[src/rtl/vga_timing_pkg.sv]
// Shared VGA timing definitions: default 640x480@60 constants, a per-axis mode record,
// and the total-length helper used by every axis counter.
package vga_timing_pkg;

  typedef struct packed {
    int unsigned active;
    int unsigned fp;
    int unsigned sync;
    int unsigned bp;
  } mode_t;

  localparam mode_t Mode640x480H = '{active: 640, fp: 16, sync: 96, bp: 48};
  localparam mode_t Mode640x480V = '{active: 480, fp: 10, sync: 2, bp: 33};
  localparam int unsigned DefaultCw = 10;

  function automatic int unsigned total_len(input mode_t m);
    return m.active + m.fp + m.sync + m.bp;
  endfunction

endpackage

[src/rtl/timing_axis.sv]
// One raster axis: a wrapping counter over active/fp/sync/bp with decoded active and
// sync flags. sync_asserted_o is driven at the configured polarity.
module timing_axis
  import vga_timing_pkg::*;
#(
  parameter int unsigned ACTIVE = 640,
  parameter int unsigned FP     = 16,
  parameter int unsigned SYNC   = 96,
  parameter int unsigned BP     = 48,
  parameter bit          POL    = 1'b0,
  parameter int unsigned CW     = 10
) (
  input  logic          clk_i,
  input  logic          rst_i,
  input  logic          advance_i,
  output logic [CW-1:0] count_o,
  output logic          wrap_o,
  output logic          active_o,
  output logic          sync_asserted_o
);

  localparam mode_t       Mode  = '{active: ACTIVE, fp: FP, sync: SYNC, bp: BP};
  localparam int unsigned Total = total_len(Mode);

  if (ACTIVE < 1 || FP < 1 || SYNC < 1 || BP < 1 ||
      longint'(Total) > (longint'(1) << CW)) begin : g_bad_params
    $fatal(1, "timing_axis: every length must be >= 1 and the total must fit in CW bits");
  end

  localparam logic [CW-1:0] Last      = CW'(Total - 1);
  localparam logic [CW-1:0] ActiveEnd = CW'(ACTIVE);
  localparam logic [CW-1:0] SyncStart = CW'(ACTIVE + FP);
  localparam logic [CW-1:0] SyncEnd   = CW'(ACTIVE + FP + SYNC);

  logic [CW-1:0] count_q, count_d;
  logic          in_sync;

  assign wrap_o   = (count_q == Last);
  assign active_o = (count_q < ActiveEnd);
  assign in_sync  = (count_q >= SyncStart) && (count_q < SyncEnd);

  assign sync_asserted_o = in_sync ? POL : ~POL;
  assign count_o         = count_q;

  always_comb begin
    count_d = count_q;
    if (advance_i) begin
      count_d = wrap_o ? '0 : count_q + CW'(1);
    end
  end

  always_ff @(posedge clk_i) begin
    if (rst_i) begin
      count_q <= '0;
    end else begin
      count_q <= count_d;
    end
  end

endmodule

[src/rtl/vga_timing_gen.sv]
// VGA raster timing generator: two axis counters plus a registered output stage that
// presents the decode of the pre-edge counts one enabled cycle later.
module vga_timing_gen
  import vga_timing_pkg::*;
#(
  parameter int unsigned H_ACTIVE  = Mode640x480H.active,
  parameter int unsigned H_FP      = Mode640x480H.fp,
  parameter int unsigned H_SYNC    = Mode640x480H.sync,
  parameter int unsigned H_BP      = Mode640x480H.bp,
  parameter int unsigned V_ACTIVE  = Mode640x480V.active,
  parameter int unsigned V_FP      = Mode640x480V.fp,
  parameter int unsigned V_SYNC    = Mode640x480V.sync,
  parameter int unsigned V_BP      = Mode640x480V.bp,
  parameter bit          HSYNC_POL = 1'b0,
  parameter bit          VSYNC_POL = 1'b0,
  parameter int unsigned CW        = DefaultCw
) (
  input  logic          Clk,
  input  logic          Rst,
  input  logic          En,
  output logic          hsync,
  output logic          vsync,
  output logic          de,
  output logic [CW-1:0] x,
  output logic [CW-1:0] y,
  output logic          line_start,
  output logic          frame_start
);

  logic [CW-1:0] h_count, v_count;
  logic          h_wrap, v_wrap, h_active, v_active, h_sync, v_sync;
  logic          unused_v_wrap;

  // The frame wrap is implied by the counts themselves; nothing downstream needs it.
  assign unused_v_wrap = v_wrap;

  timing_axis #(
    .ACTIVE (H_ACTIVE),
    .FP     (H_FP),
    .SYNC   (H_SYNC),
    .BP     (H_BP),
    .POL    (HSYNC_POL),
    .CW     (CW)
  ) u_h_axis (
    .clk_i           (Clk),
    .rst_i           (Rst),
    .advance_i       (En),
    .count_o         (h_count),
    .wrap_o          (h_wrap),
    .active_o        (h_active),
    .sync_asserted_o (h_sync)
  );

  timing_axis #(
    .ACTIVE (V_ACTIVE),
    .FP     (V_FP),
    .SYNC   (V_SYNC),
    .BP     (V_BP),
    .POL    (VSYNC_POL),
    .CW     (CW)
  ) u_v_axis (
    .clk_i           (Clk),
    .rst_i           (Rst),
    .advance_i       (En && h_wrap),
    .count_o         (v_count),
    .wrap_o          (v_wrap),
    .active_o        (v_active),
    .sync_asserted_o (v_sync)
  );

  logic          hsync_q, vsync_q, de_q, line_start_q, frame_start_q;
  logic [CW-1:0] x_q, y_q;

  always_ff @(posedge Clk) begin
    if (Rst) begin
      hsync_q       <= ~HSYNC_POL;
      vsync_q       <= ~VSYNC_POL;
      de_q          <= 1'b0;
      line_start_q  <= 1'b0;
      frame_start_q <= 1'b0;
      x_q           <= '0;
      y_q           <= '0;
    end else if (En) begin
      hsync_q       <= h_sync;
      vsync_q       <= v_sync;
      de_q          <= h_active && v_active;
      line_start_q  <= (h_count == '0);
      frame_start_q <= (h_count == '0) && (v_count == '0);
      x_q           <= h_count;
      y_q           <= v_count;
    end
  end

  assign hsync       = hsync_q;
  assign vsync       = vsync_q;
  assign de          = de_q;
  assign line_start  = line_start_q;
  assign frame_start = frame_start_q;
  assign x           = x_q;
  assign y           = y_q;

endmodule

[config.mk]
export PLATFORM = sky130hd
export DESIGN_NAME = vga_timing_gen
export DESIGN_NICKNAME = d
export VERILOG_FILES = /design/src/rtl/vga_timing_pkg.sv /design/src/rtl/timing_axis.sv /design/src/rtl/vga_timing_gen.sv
export SDC_FILE = /design/constraint.sdc
export NUM_CORES = 1
export LEC_CHECK = 0
export CELL_PAD_IN_SITES_DETAIL_PLACEMENT = 1
export CELL_PAD_IN_SITES_GLOBAL_PLACEMENT = 1
export CORE_MARGIN = 2
export CORE_UTILIZATION = 43
export CTS_BUF_LIST = sky130_fd_sc_hd__clkbuf_4
export DETAILED_ROUTE_END_ITERATION = 8
export PLACE_DENSITY_LB_ADDON = 0.1
export RECOVER_POWER = 100
export SYNTH_ARGS = -nofsm -noshare
export SYNTH_HDL_FRONTEND = slang
export SYNTH_HIERARCHICAL = 1
export SYNTH_SLANG_ARGS = --single-unit
[constraint.sdc]
create_clock -name Clk -period 3.1 [get_ports Clk]
set_input_delay 0.62 -clock Clk [delete_from_list [all_inputs] [get_ports Clk]]
set_output_delay 0.62 -clock Clk [all_outputs]
set_load 0.02 [all_outputs]
==> results of run 1 <==
-- layer usage --
layer  up-vias  wire [um]  global-route usage (%)  share of wire [%]
met1       796       2364                   27.48                 48
met4         0         57                   8.848                1.2
li1        804          -                       -                  -
met3         8        208                   4.006                4.2
met2        40       2272                   32.63                 46
met5         -          0                       0                  0
-- worst min-delay path, delay by kind of cell (launching register included) --
| kind | cells | cell delay, ns |
|---|---|---|
| and+or+nand+nor | 1 | 0.07 |
| DFF | 1 | 0.33 |
| AOI/OAI and AO/OA | 1 | 0.06 |
-- flip-flops by register name, summed over array words and instances, names as in the netlist --
signal,cells
de,1
frame_start,1
u_v_axis/count_o,10
line_start,1
x,10
vsync,1
y,10
hsync,1
u_h_axis/count_o,10
-- layout make-up --
class / count / area (um^2) / share of cell area, %
Clock inverter: 1 / 3.754 / 0.1613
Multi-Input combinational cell: 150 / 1015 / 43.60
Inverter: 6 / 22.52 / 0.9677
Tap cell: 52 / 65.06 / 2.796
Sequential cell: 45 / 900.9 / 38.71
Clock buffer: 6 / 45.04 / 1.935
Timing Repair Buffer: 29 / 275.3 / 11.83
-- worst max-delay path by stage --
stage	depth (start not counted)	to	slack [ns]
global route	7	u_v_axis/count_o[8]$_SDFFE_PP0P_	0.25
finish	7	u_v_axis/count_o[8]$_SDFFE_PP0P_	0.46
floorplan	8	u_v_axis/count_o[8]$_SDFFE_PP0P_	0.97
detailed placement	7	u_v_axis/count_o[7]$_SDFFE_PP0P_	0.66
global placement	7	u_v_axis/count_o[7]$_SDFFE_PP0P_	0.77
CTS	7	u_v_axis/count_o[7]$_SDFFE_PP0P_	0.62
-- power groups by stage --
| stage | Combinational (mW) | Clock [mW] | Sequential, mW |
|---|---|---|---|
| floorplan | 0.0445 | 0 | 0.615 |
| global placement | 0.0697 | 0 | 0.608 |
| detailed placement | 0.0720 | 0 | 0.609 |
| CTS | 0.0736 | 0.280 | 0.597 |
| global route | 0.0750 | 0.301 | 0.598 |
| finish | 0.0692 | 0.272 | 0.596 |
-- metrics by stage --
stage / hold WS (ns) / instances
detailed placement: 0.4757 / 282
global placement: 0.4660 / 282
floorplan: 0.4814 / 212
finish: 0.4964 / 289
CTS: 0.4969 / 289
global route: 0.5198 / 289
==> results_dict.tcl, run 1 <==
set metrics [dict create \
    drc_errors 0 \
    synth.avg_cell_area_um2 9.567 \
    ctsResizeCount 0 \
    cts-root-buf "clkbuf_4" \
    hold_class "flip-flop to flip-flop" \
    fin_nets 244 \
    layout_commonest_cell "dfxtp_1" \
    power_density_nw_per_um2 403.0 \
    ant_nets 0 \
    min_path_cells 2 \
    area_growth_syn_to_layout_pct 14.74 \
    finalClockSkew_ns 0.01005 \
    vias 1648 \
    crit_chain "ha_1, and4_1, and4_2, and2_0, nand4_1, or4_1, a21oi_2" \
    clock_power_share_pct 29.0 \
    rows 24 \
    layout_common_cells "45 x dfxtp_1, 32 x nor2_1, 26 x dlygate4sd3_1, 22 x mux2i_1, 11 x a21oi_1" \
    setup_violations 0 \
    pre_cts_ws_ns 0.6568 \
    io_pins 28 \
    worstMarginPinSlew_ns 1.007 \
    holdBufCountCts 0 \
    arrival_ns 2.95 \
    critPathCaptureType "flip-flop" \
    cp-start-kind "flip-flop" \
    fillers 521 \
    ir_drop_mv 0.1879 \
    synth_cells 212 \
    place_congestion 0.8163 \
    hold_viol 0 \
    path_class "flip-flop to flip-flop" \
    antenna_found_initial 0 \
    drt_pre_antenna_iters 4 \
    max_freq_ghz 0.3781 \
    period_needed_ns 2.645 \
    post_cts_buffers 0 \
    syn_nets 219 \
    min_to "line_start$_SDFFE_PP0P_" \
    insertedDiodeCount 0 \
    start_util_pct 45.64 \
    cts_buffers 5 \
    slew_headroom_pct 32.85 \
    cp.required_ns 3.40 \
    comb_power_share_pct 7.4 \
    core_um2 4444 \
    drtIter0Drc 103 \
    rsz0062_at_grt "no" \
    max-cap-violations 0 \
    path_clk_slew_ns 0.13 \
    track_usage_pct 20.64 \
    dieWidth_um 72.68 \
    crit_fanout 7 \
    seqPwrFrac_pct 63.6 \
    wl_mm 4.902 \
    startpoint "u_h_axis/count_o[0]$_SDFFE_PP0P_" \
    p_int_uw 707.1 \
    fin_crit_sh_pct 85.31 \
    grt_max_degree 21 \
    portBuffers 27 \
    rr_worst_depth 7 \
    netSwitchingPower_uw 230.7 \
    grt_pass1_vias 1726 \
    fin_ws_ns 0.4554 \
    p_leak_nw 0.9247 \
    synth_area_um2 2028 \
    cts_tree "yes" \
    p_sw_share_pct 24.60 \
    clockBufferDepth 2 \
    post-route-util_pct 52.36 \
    reg2reg_from "u_h_axis/count_o[0]$_SDFFE_PP0P_" \
    postPlaceCellArea_um2 2301 \
    slowest_delay_ns 0.56 \
    cts.htree.levels 2 \
    reg2reg_to "u_v_axis/count_o[8]$_SDFFE_PP0P_" \
    reg2reg_slack_ns 0.46 \
    path_delay_family "simple AND/OR/NAND/NOR gates" \
    drive_gt1_share_pct 6.329 \
    clk_latency_ns 0.36 \
    status "complete, no violations" \
    finalMaxSlewViolations 0 \
    grt_overflow_total 0 \
    hpwl_mm 3.427 \
    totalPowerFinal_uw 937.8 \
    viasPerCell 5.702 \
    final_area_um2 2327 \
    yosys_warnings 6 \
    wl_per_cell_um 16.96 \
    critPathSlowestCell "or4_1" \
    grt_first_pass_wirelength_mm 8.528 \
    crit_buf_inv 0 \
    die_y_um 72.68 \
    worstHoldStart "line_start$_SDFFE_PP0P_" \
    finalSetupTns_ns 0 \
    die-area_um2 5282 \
    numClockSinks 45 \
]
Power figures use the tool's default switching activity.
==> run 2: changes to the inputs <==
--- a/config.mk
+++ b/config.mk
@@ -8,7 +8,7 @@
 export CELL_PAD_IN_SITES_DETAIL_PLACEMENT = 1
 export CELL_PAD_IN_SITES_GLOBAL_PLACEMENT = 1
 export CORE_MARGIN = 2
-export CORE_UTILIZATION = 43
+export CORE_UTILIZATION = 39
 export CTS_BUF_LIST = sky130_fd_sc_hd__clkbuf_4
 export DETAILED_ROUTE_END_ITERATION = 8
 export PLACE_DENSITY_LB_ADDON = 0.1
==> constraint.sdc (replaced) <==
create_clock -name Clk -period 2.2 [get_ports Clk]
set_input_delay 0.44 -clock Clk [delete_from_list [all_inputs] [get_ports Clk]]
set_output_delay 0.44 -clock Clk [all_outputs]
set_load 0.02 [all_outputs]
==> run 2 against run 1 <==
  * Clock power increased by 43%
  * Highest routed layer unchanged
  * Sequential share of layout area decreased by 1.7 points
  * Sequential power increased by 40%
==> results_dict.tcl, run 2 (synthesized netlist as in run 1, its figures left out) <==
set metrics [dict create \
    worstMarginPinSlew_ns 0.6558 \
    grt_first_pass_wirelength_mm 8.514 \
    seqPwrFrac_pct 62.6 \
    core_um2 5075 \
    max-cap-violations 0 \
    io_pins 28 \
    portBuffers 27 \
    grt_overflow_total 0 \
    grt_max_degree 25 \
    fin_nets 254 \
    finalClockSkew_ns 0.006683 \
    rr_worst_depth 7 \
    final_area_um2 2436 \
    cts_tree "yes" \
    fin_crit_sh_pct 94.91 \
    cp.required_ns 2.51 \
    comb_power_share_pct 8.2 \
    clk_latency_ns 0.36 \
    netSwitchingPower_uw 339.9 \
    area_growth_syn_to_layout_pct 20.11 \
    hpwl_mm 3.740 \
    p_leak_nw 0.9931 \
    start_util_pct 39.97 \
    final_cells 318 \
    clockBufferDepth 2 \
    rows 26 \
    rsz0062_at_grt "no" \
    drive_gt1_share_pct 12.50 \
    post_cts_buffers 0 \
    die-area_um2 5793 \
    p_sw_share_pct 25.49 \
    path_clk_slew_ns 0.13 \
    clock_power_share_pct 29.2 \
    drt_pre_antenna_iters 4 \
    antenna_found_initial 0 \
    cts_buffers 5 \
    wl_per_cell_um 15.75 \
    max_freq_ghz 0.4789 \
    drc_errors 0 \
    cp-start-kind "flip-flop" \
    postPlaceCellArea_um2 2399 \
    path_class "flip-flop to flip-flop" \
    place_inst 310 \
    hold-worst-slack_ns 0.5017 \
    power_density_nw_per_um2 547.4 \
    die_y_um 76.12 \
    ir_drop_mv 0.2051 \
    dieWidth_um 76.12 \
    ant_nets 0 \
    drtIter0Drc 57 \
    fin_ws_ns 0.1120 \
    post-route-util_pct 48.00 \
    layout_commonest_cell "dfxtp_1" \
    place_congestion 0.8287 \
    slew_headroom_pct 56.28 \
    period_needed_ns 2.088 \
    finalSetupTns_ns 0 \
    arrival_ns 2.39 \
    vias 1680 \
    layout_common_cells "45 x dfxtp_1, 32 x nor2_1, 26 x dlygate4sd3_1, 22 x mux2i_1, 11 x a21oi_1" \
    cts.htree.levels 2 \
    wl_mm 5.010 \
    p_int_uw 993.7 \
    viasPerCell 5.283 \
    setup_violations 0 \
    cts-root-buf "clkbuf_4" \
    min_path_cells 2 \
    track_usage_pct 18.00 \
    status "complete, no violations" \
    totalPowerFinal_mw 1.334 \
    grt_pass1_vias 1715 \
    hold_viol 0 \
    pre_cts_ws_ns 0.09338 \
    insertedDiodeCount 0 \
    hold_class "flip-flop to flip-flop" \
    crit_fanout 5 \
    finalMaxSlewViolations 0 \
    holdBufCountCts 0 \
    critPathCaptureType "flip-flop" \
    numClockSinks 45 \
]
==> run 2: per-layer routing <==
metal	vias up	global-route usage, %	part of all wire, %
li1	825	-	-
met1	813	23.52	49
met3	8	4.384	3.4
met4	0	5.818	1.7
met5	-	0	0
met2	34	29.38	46
==> run 2: area by class of cell <==
type                            instances  area (um^2)
Timing Repair Buffer                   39        347.8
Clock inverter                          3        17.52
Tap cell                               70        87.58
Inverter                                6        22.52
Multi-Input combinational cell        150         1022
Sequential cell                        45        900.9
Clock buffer                            5        37.54
Fill cell                             622         2639
==> run 2: worst max-delay path, stage by stage (launching register included) <==
cell,delay [ns]
dfxtp_1,0.37
ha_1,0.23
and4_1,0.23
and4_2,0.20
and2_2,0.20
nand4_2,0.15
or4_4,0.53
a21oi_2,0.13
==> run 2: what timing repair did <==
item,4_1_cts,5_1_grt
hold endpoints to repair,0,0
resized for setup,0,3
setup endpoints to repair,0,2
==> run 2: path summary, 6_finish.rpt <==
check	startpoint	to	slack, ns
min	line_start$_SDFFE_PP0P_	line_start$_SDFFE_PP0P_	0.50
min reg2reg	line_start$_SDFFE_PP0P_	line_start$_SDFFE_PP0P_	0.50
max reg2reg	u_h_axis/count_o[0]$_SDFFE_PP0P_	u_v_axis/count_o[8]$_SDFFE_PP0P_	0.11
max	u_h_axis/count_o[0]$_SDFFE_PP0P_	u_v_axis/count_o[8]$_SDFFE_PP0P_	0.11
==> run 2: power by group through the flow <==
stage               clock (mW)  sequential (mW)  combinational (mW)
floorplan                    0            0.866              0.0627
global placement             0            0.852               0.113
detailed placement           0            0.853               0.117
CTS                      0.405            0.836               0.117
global route             0.440            0.837               0.118
finish                   0.389            0.835               0.109
==> run 3: changes to the inputs <==
--- a/config.mk
+++ b/config.mk
@@ -7,8 +7,7 @@
 export LEC_CHECK = 0
 export CELL_PAD_IN_SITES_DETAIL_PLACEMENT = 1
 export CELL_PAD_IN_SITES_GLOBAL_PLACEMENT = 1
-export CORE_MARGIN = 2
-export CORE_UTILIZATION = 39
+export CORE_UTILIZATION = 46
 export CTS_BUF_LIST = sky130_fd_sc_hd__clkbuf_4
 export DETAILED_ROUTE_END_ITERATION = 8
 export PLACE_DENSITY_LB_ADDON = 0.1
==> constraint.sdc (replaced) <==
create_clock -name Clk -period 2.46 [get_ports Clk]
set_input_delay 0.492 -clock Clk [delete_from_list [all_inputs] [get_ports Clk]]
set_output_delay 0.492 -clock Clk [all_outputs]
set_load 0.02 [all_outputs]
==> run 3 against run 2 <==
  * Largest power group unchanged
  * Clock power decreased by 4%
  * Combinational power decreased by 21%
  * Sequential share of layout area increased by 1.1 points
  * Routed wire length decreased by 4.1%
==> results_dict.tcl, run 3 (synthesized netlist as in run 1, its figures left out) <==
set metrics [dict create \
    reg2reg_slack_ns 0.13 \
    antenna_found_initial 0 \
    regArea_um2 902.1 \
    cp.required_ns 2.76 \
    finalClockSkew_ns 0.001641 \
    hold_class "flip-flop to flip-flop" \
    finalSetupTns_ns 0 \
    worstMarginPinSlew_ns 0.6425 \
    drive_gt1_share_pct 9.129 \
    crit_buf_inv 0 \
    min_path_cells 2 \
    io_pins 28 \
    dieWidth_um 68.40 \
    power_density_nw_per_um2 511.0 \
    cts_buffers 5 \
    drtIter0Drc 60 \
    reg2reg_from "u_h_axis/count_o[1]$_SDFFE_PP0P_" \
    fillers 488 \
    p_leak_nw 0.9656 \
    reg2reg_to "u_v_axis/count_o[7]$_SDFFE_PP0P_" \
    ctsResizeCount 0 \
    rsz0062_at_grt "no" \
    grtUsageMet1_pct 30.12 \
    cts.htree.levels 2 \
    viasPerCell 5.759 \
    final_area_um2 2366 \
    slowest_delay_ns 0.53 \
    wl_per_cell_um 16.52 \
    cts_tree "yes" \
    path_class "flip-flop to flip-flop" \
    startpoint "u_h_axis/count_o[1]$_SDFFE_PP0P_" \
    min_to "frame_start$_SDFFE_PP0P_" \
    grt_pass1_vias 1689 \
    grt_first_pass_wirelength_mm 8.155 \
    setup_violations 0 \
    clk_latency_ns 0.36 \
    layout_commonest_cell "dfxtp_1" \
    holdBufCountCts 0 \
    max-cap-violations 0 \
    hpwl_mm 3.470 \
    final_cells 291 \
    period_needed_ns 2.332 \
    drt_pre_antenna_iters 4 \
    cts-root-buf "clkbuf_4" \
    die_y_um 68.40 \
    core_um2 4115 \
    arrival_ns 2.63 \
    status "complete, no violations" \
    postPlaceCellArea_um2 2321 \
    critPathSlowestCell "or4_1" \
    critPathCaptureType "flip-flop" \
    hold_viol 0 \
    track_usage_pct 23.90 \
    grt_busiest_layer "met2" \
    area_growth_syn_to_layout_pct 16.66 \
    use_met2_pct 36.76 \
    start_util_pct 49.29 \
    portBuffers 27 \
    max_freq_ghz 0.4288 \
    multi_input_area_um2 1027 \
    numClockSinks 45 \
    fin_crit_sh_pct 94.81 \
    place_congestion 0.8161 \
    worstHoldStart "frame_start$_SDFFE_PP0P_" \
    path_clk_slew_ns 0.12 \
    clockBufferDepth 2 \
    layout_common_cells "44 x dfxtp_1, 32 x nor2_1, 26 x dlygate4sd3_1, 22 x mux2i_1, 12 x a21oi_1" \
    crit_fanout 7 \
    post_cts_buffers 0 \
    die-area_um2 4679 \
    use_met3_pct 6.500 \
    grt_max_degree 20 \
    drc_errors 0 \
    finalMaxSlewViolations 0 \
    fin_nets 247 \
    slew_headroom_pct 57.17 \
    totalPowerFinal_mw 1.209 \
    insertedDiodeCount 0 \
    ant_nets 0 \
    grt_overflow_total 0 \
    place_inst 283 \
    ir_drop_mv 0.2267 \
    rows 23 \
    wl_mm 4.806 \
    cp-start-kind "flip-flop" \
    vias 1676 \
    rr_worst_depth 7 \
    path_delay_family "simple AND/OR/NAND/NOR gates" \
    crit_chain "ha_1, and4_1, and4_2, and2_1, nand3_1, or4_1, a21oi_1" \
]
[run 3: power breakdown]
group          internal (mW)  switching, mW  leakage [nW]
combinational         0.0369         0.0489         0.564
clock                  0.147          0.224        0.0368
sequential             0.740         0.0113         0.364
total                  0.924          0.285         0.966
[run 3: through the flow]
| step | setup WS, ns | hold slack, ns | utilization [%] |
|---|---|---|---|
| CTS | 0.1285 | 0.4895 | 57.86 |
| floorplan | 0.3333 | 0.4814 | - |
| global placement | 0.3275 | 0.4592 | 56.40 |
| finish | 0.1277 | 0.4846 | 57.49 |
| detailed placement | 0.1654 | 0.4714 | 56.40 |
| global route | 0.01203 | 0.5118 | 57.49 |
[run 3: how the worst max path moves through the flow]
stage / to / slack [ns] / cells after the start
after global routing: u_v_axis/count_o[7]$_SDFFE_PP0P_ / 0.01 / 7
after detailed placement: u_v_axis/count_o[7]$_SDFFE_PP0P_ / 0.17 / 7
final: u_v_axis/count_o[7]$_SDFFE_PP0P_ / 0.13 / 7
after CTS: u_v_axis/count_o[7]$_SDFFE_PP0P_ / 0.13 / 7
after floorplan: u_v_axis/count_o[8]$_SDFFE_PP0P_ / 0.33 / 8
after global placement: u_v_axis/count_o[7]$_SDFFE_PP0P_ / 0.33 / 7
[run 3: layout make-up]
cell class,count,area share [%]
well taps,50,2.644
flip-flops and latches,45,38.13
clock buffers,8,2.538
repair buffers,32,12.32
multi-input cells,150,43.42
inverters,6,0.9519
[run 3: layer usage]
layer	up-vias	share of wire (%)
met4	0	2.3
met2	47	47
met5	-	0
met3	13	3.9
li1	810	-
met1	806	46
[run 3: worst reg2reg max path, cell delays in order, from the launching register on]
cell and delay, ns:
dfxtp_1 0.49, ha_1 0.27, and4_1 0.24, and4_2 0.21, and2_1 0.19, nand3_1 0.19, or4_1 0.53, a21oi_1 0.15
